$ cat src/rtl/pcie_rx_dispatch_pkg.sv
// Shared types for the host-to-FPGA rx stream dispatcher: FSM states and the
// header word layout (dest in the top byte, length in the low bits).
package pcie_rx_dispatch_pkg;

    typedef enum logic [1:0] {
        ST_IDLE    = 2'd0,
        ST_PAYLOAD = 2'd1,
        ST_DRAIN   = 2'd2,
        ST_CHECK   = 2'd3
    } state_e;

    localparam int DEST_LSB = 24;
    localparam int DEST_W   = 8;

    typedef struct packed {
        logic [DEST_W-1:0]   dest;
        logic [DEST_LSB-1:0] len_f;
    } hdr_t;

endpackage

$ cat src/rtl/pcie_rx_csum.sv
// XOR checksum over popped payload words plus trailer compare; only built when
// PCIE_RX_DISPATCH_CHECKSUM_EN is defined.
`ifdef PCIE_RX_DISPATCH_CHECKSUM_EN
module pcie_rx_csum #(
    parameter int WORD_W = 32
) (
    input  logic              clk_i,
    input  logic              rst_i,
    input  logic              clr_i,
    input  logic              acc_i,
    input  logic              chk_i,
    input  logic [WORD_W-1:0] data_i,
    input  logic              err_clear_i,
    output logic              err_csum_o,
    output logic              csum_bad_o
);

    logic [WORD_W-1:0] acc_q, acc_d;
    logic              err_q, err_d;
    logic              bad_q, bad_d;

    always_comb begin
        acc_d = acc_q;
        if (clr_i) begin
            acc_d = '0;
        end else if (acc_i) begin
            acc_d = acc_q ^ data_i;
        end
        bad_d = chk_i && (data_i != acc_q);
        err_d = err_q;
        if (err_clear_i) err_d = 1'b0;
        if (bad_d)       err_d = 1'b1;
    end

    always_ff @(posedge clk_i or posedge rst_i) begin
        if (rst_i) begin
            acc_q <= '0;
            err_q <= 1'b0;
            bad_q <= 1'b0;
        end else begin
            acc_q <= acc_d;
            err_q <= err_d;
            bad_q <= bad_d;
        end
    end

    assign err_csum_o = err_q;
    assign csum_bad_o = bad_q;

endmodule
`endif

$ cat src/rtl/pcie_rx_dispatch.sv
// Single reader of the rx FIFO: parses header words and routes payload words to
// one of NDEST destination FIFOs. Optional trailer checksum: PCIE_RX_DISPATCH_CHECKSUM_EN.
module pcie_rx_dispatch
    import pcie_rx_dispatch_pkg::*;
#(
    parameter int NDEST  = 4,
    parameter int WORD_W = 32,
    parameter int LEN_W  = 24
) (
    input  logic              clk,
    input  logic              reset,
    input  logic              rx_empty,
    input  logic [WORD_W-1:0] rx_q,
    output logic              rx_rdreq,
    input  logic [NDEST-1:0]  dst_full,
    output logic [NDEST-1:0]  dst_wrreq,
    output logic [WORD_W-1:0] dst_d,
    input  logic              err_clear,
`ifdef PCIE_RX_DISPATCH_CHECKSUM_EN
    output logic              err_csum,
    output logic              csum_bad,
`endif
    output logic              busy,
    output logic              err_bad_dest,
    output logic [15:0]       pkt_count
);

    localparam int DIDX_W = (NDEST > 1) ? $clog2(NDEST) : 1;

    state_e             state_q, state_d;
    logic [LEN_W-1:0]   rem_q, rem_d;
    logic [DIDX_W-1:0]  dest_q, dest_d;
    logic               err_q, err_d;
    logic [15:0]        pkt_q, pkt_d;
    logic               pop;
    logic               last_pop;
    logic [NDEST-1:0]   wr;
    hdr_t               hdr;
    logic [LEN_W-1:0]   hdr_len;
    logic               hdr_bad;

    assign hdr     = rx_q[DEST_LSB+DEST_W-1:0];
    assign hdr_len = hdr.len_f[LEN_W-1:0];
    assign hdr_bad = int'(hdr.dest) >= NDEST;

    always_comb begin
        state_d  = state_q;
        rem_d    = rem_q;
        dest_d   = dest_q;
        err_d    = err_q;
        pkt_d    = pkt_q;
        pop      = 1'b0;
        last_pop = 1'b0;
        wr       = '0;
        if (err_clear) err_d = 1'b0;

        case (state_q)
            ST_IDLE: begin
                if (!rx_empty) begin
                    pop    = 1'b1;
                    rem_d  = hdr_len;
                    dest_d = hdr.dest[DIDX_W-1:0];
                    if (hdr_bad) err_d = 1'b1;
                    if (hdr_len == '0) begin
                        last_pop = 1'b1;
                    end else if (hdr_bad) begin
                        state_d = ST_DRAIN;
                    end else begin
                        state_d = ST_PAYLOAD;
                    end
                end
            end
            ST_PAYLOAD: begin
                // Write strobe is the pop itself, so a full destination simply holds the word in rx
                if (!rx_empty && !dst_full[dest_q]) begin
                    pop        = 1'b1;
                    wr[dest_q] = 1'b1;
                    rem_d      = rem_q - LEN_W'(1);
                    last_pop   = (rem_q == LEN_W'(1));
                end
            end
            ST_DRAIN: begin
                if (!rx_empty) begin
                    pop      = 1'b1;
                    rem_d    = rem_q - LEN_W'(1);
                    last_pop = (rem_q == LEN_W'(1));
                end
            end
`ifdef PCIE_RX_DISPATCH_CHECKSUM_EN
            ST_CHECK: begin
                if (!rx_empty) begin
                    pop     = 1'b1;
                    pkt_d   = pkt_q + 16'd1;
                    state_d = ST_IDLE;
                end
            end
`endif
            default: state_d = ST_IDLE;
        endcase

        if (last_pop) begin
`ifdef PCIE_RX_DISPATCH_CHECKSUM_EN
            state_d = ST_CHECK;
`else
            state_d = ST_IDLE;
            pkt_d   = pkt_q + 16'd1;
`endif
        end
    end

    always_ff @(posedge clk or posedge reset) begin
        if (reset) begin
            state_q <= ST_IDLE;
            rem_q   <= '0;
            dest_q  <= '0;
            err_q   <= 1'b0;
            pkt_q   <= '0;
        end else begin
            state_q <= state_d;
            rem_q   <= rem_d;
            dest_q  <= dest_d;
            err_q   <= err_d;
            pkt_q   <= pkt_d;
        end
    end

    // Strobes and data are combinational from rx_q, so gate them with the async reset too
    assign rx_rdreq     = pop && !reset;
    assign dst_wrreq    = wr & {NDEST{!reset}};
    assign dst_d        = reset ? '0 : rx_q;
    assign busy         = (state_q != ST_IDLE);
    assign err_bad_dest = err_q;
    assign pkt_count    = pkt_q;

`ifdef PCIE_RX_DISPATCH_CHECKSUM_EN
    logic csum_clr, csum_acc, csum_chk;

    assign csum_clr = pop && (state_q == ST_IDLE);
    assign csum_acc = pop && ((state_q == ST_PAYLOAD) || (state_q == ST_DRAIN));
    assign csum_chk = pop && (state_q == ST_CHECK);

    pcie_rx_csum #(
        .WORD_W (WORD_W)
    ) u_csum (
        .clk_i       (clk),
        .rst_i       (reset),
        .clr_i       (csum_clr),
        .acc_i       (csum_acc),
        .chk_i       (csum_chk),
        .data_i      (rx_q),
        .err_clear_i (err_clear),
        .err_csum_o  (err_csum),
        .csum_bad_o  (csum_bad)
    );
`endif

endmodule

$ cat config.mk
export PLATFORM = sky130hd
export DESIGN_NAME = pcie_rx_dispatch
export DESIGN_NICKNAME = d
export VERILOG_FILES = /design/src/rtl/pcie_rx_dispatch_pkg.sv /design/src/rtl/pcie_rx_csum.sv /design/src/rtl/pcie_rx_dispatch.sv
export SDC_FILE = /design/constraint.sdc
export NUM_CORES = 1
export LEC_CHECK = 0
export CORE_UTILIZATION = 40
export CTS_BUF_LIST = sky130_fd_sc_hd__clkbuf_2
export CTS_CLUSTER_DIAMETER = 60
export CTS_CLUSTER_SIZE = 14
export DETAILED_ROUTE_END_ITERATION = 6
export GPL_TIMING_DRIVEN = 0
export PLACE_DENSITY_LB_ADDON = 0.05
export SLEW_MARGIN = 0
export SYNTH_ARGS = -nofsm -noshare
export SYNTH_HDL_FRONTEND = slang
export SYNTH_HIERARCHICAL = 1
export SYNTH_SLANG_ARGS = --single-unit
$ cat constraint.sdc
create_clock -name clk -period 2.32 [get_ports clk]
set_input_delay 0.232 -clock clk [delete_from_list [all_inputs] [get_ports clk]]
set_output_delay 0.232 -clock clk [all_outputs]
set_load 0.01 [all_outputs]
==> run summary <==
Status - completed
Rows - 31
Max IR drop VDD - 441 uV
Initial Util - 41.9%
Layout Nets - 515
Total die area - 8030 um^2
Total grt overflow - 0
Setup_tns - 0 ps
Largest net degree at the start of global routing - 30
Sequential share of the synthesized area - 36.7%
Slowest cell on crit path - or4_4
Mapped cell area - 3070 um^2
FILL cells - 650
Ys async rst share - 100%
Final core utilization - 61.6%
Power per Cell Area - 793 nW/um^2
Most frequent CP cell - or4_4
Post-synth EDFFs - 0
Total track usage - 24.8%
Max Clk Rate - 435 MHz
H-tree Lvls - 2
Count leader, synth - dfrtp_1
CP Data Arrival Time - 2630 ps
R2R cell count - 5
CP Cell Sequence - or4_4 > or4_4 > nor3_4 > a41oi_1 > o22a_1
Critical-path maximum fanout - 7
Max cap viols - 0
Worst hold path startpoint - err_clear
Clock slew at reported path FFs - 240 ps
Share of cells above drive strength 1 - 19.5%
Area leader, netlist - dfrtp_1
Synth cell types - 51
RR Startpoint - rem_q[2]
Post-CTS Hold Buffers - 0
CTS Buf Count - 5
Most frequent cells after synthesis - 45 x dfrtp_1, 32 x nor2b_1, 28 x a21oi_1, 20 x nand2_1
Residual DRC count - 0
Worst Path Buf+Inv - 0
Area of the multi-input gates - 2020 um^2
Detailed-route wire length - 9.81 mm
Max_slew headroom - 53.3%
Clock Tree Root - clkbuf_2
Cell Count Post-Placement - 543
Area growth, synth to finish - 47.0%
Router iterations before antenna repair - 4
Endpoints failing setup - 0
Reg2reg setup slack - 20 ps
First-pass GRT wire length - 15.3 mm
Via density - 5.71
Hold Path End - err_bad_dest
Finished Layout Cells - 566
RSZ-0062 raised after global routing - yes
CP peak stage delay - 560 ps
Core area - 7330 um^2
Hold Crit Depth - 2
Port buffer count - 94
Mapped Cells - 349
Layout Skew - 24.0 ps
WS Path Type - flip-flop to flip-flop
Most frequently used flop master after synthesis - dfrtp_1
N_diodes - 0
Req. time, crit path - 2650 ps
Slew Limit Fails - 0
CTS tree - yes
Die width - 89.6 um
CTS Buffer Depth - 2
Leading post-synthesis cells by cell area - dfrtp_1 37%, nor2b_1 6.5%, a21oi_1 4.6%
Vias in the first global route - 3076
FF-to-FF End - rem_q[23]
DR iter-0 viols - 211
Worst-Margin Slew - 691 ps
Worst-Skew Late Latency - 430 ps
Crit start category - flip-flop
Worst Hold Class - primary input to flip-flop
Area share of the largest cell type after synthesis - 36.7%
I/O pins - 95
DR vias - 3231
Average size of a mapped cell - 8.79 um^2
Seq. cell area - 1130 um^2
Ys Warns - 6
GPL Wtd Cong - 0.842
Final hold vios - 0
Mean routed wirelength per cell - 17.3 um
Crit. End Element - flip-flop
Fin area - 4510 um^2
CP delay by family, top - simple AND/OR/NAND/NOR gates
Clk sink count - 45
LEAKAGE - 1.74 nW
Crit path time final - 2300 ps
Detail Route Antenna Nets - 0
Seq cells post-synth - 45
Hold_ws - 363 ps
Tcrit/Tclk final - 99.1%
Post-DP Area - 4150 um^2
DPL Wire Length - 6.96 mm
Syn_nets - 396
Initial antenna violation count - 0
Die height - 89.6 um
power breakdown:
group	internal, W	total, W	switching [W]
clock	0.0000615	0.000318	0.000257
combinational	0.000861	0.00191	0.00105
sequential	0.00103	0.00135	0.000323
placed cells by master (no fill, tap or decap), drive strengths merged, types with 5 or more instances in the layout:
cell type       n
clkbuf         20
o22ai           8
o21ai          25
nand3           9
nand2          20
a2bb2oi         9
nor4           14
xnor2          15
clkdlybuf4s50  89
ha              7
nor3           13
nor2           18
nor2b          32
o211ai          7
nand4           6
dfrtp          45
or4             6
a21oi          28
nand2b          7
inv            11
and3            5
buf            23
registers in the layout, indices dropped and copies added, names as in the netlist:
register      flops
err_bad_dest      1
state_q           2
rem_q            24
pkt_count        16
dest_q            2
what timing repair did:
item / 4_1_cts / 5_1_grt
setup buffers: 7 / 11
gates resized for setup: 36 / 36
pin swaps: 3 / 13
setup endpoints to repair: 47 / 58
how the worst max path moves through the flow:
stage	startpoint	endpoint	slack, ps	depth (start not counted)
finish	rem_q[2]	rem_q[23]	20	5
global route	state_q[1]	rx_rdreq	-70	6
CTS	state_q[1]	rx_rdreq	-50	6
detailed placement	rx_empty	rem_q[13]	-680	6
global placement	reset	dst_wrreq[1]	-1160	5
floorplan	state_q[1]	pkt_count[1]	20	7
per-stage QoR:
stage / worst slack, ps / total power (W)
after global placement: -1160 / 0.00287
after CTS: -52.5 / 0.00338
after floorplan: 23.9 / 0.00235
after global routing: -66.6 / 0.00383
final: 20.6 / 0.00358
after detailed placement: -679 / 0.00292
logic make-up after synthesis:
logic type	Yosys count	share of synthesized area, %
multiplexers	7	2.45
AO/OA/AOI/OAI	98	22.0
buffers and inverters	28	3.67
XOR/XNOR	15	4.28
flip-flops	45	36.7
adder cells (fa/ha/maj)	7	2.85
AND/OR/NAND/NOR	149	28.0
metal layers:
metal  vias up  GRT usage (%)  share of wire, %
met2       120           42.9                50
met3        19           3.47               5.2
met5         -              0                 0
met1      1554           31.8                42
li1       1538              -                 -
met4         0           8.66               2.2
area by class of cell:
type                       count  share of cell area [%]
clock inverter                 1                   0.111
inverter                      11                    1.03
buffer                        16                    1.80
multi-input combinational    276                    44.7
timing repair buffer         113                    24.0
sequential                    45                    25.0
tap                           99                    2.74
clock buffer                   5                   0.554
Power figures use the tool's default switching activity.
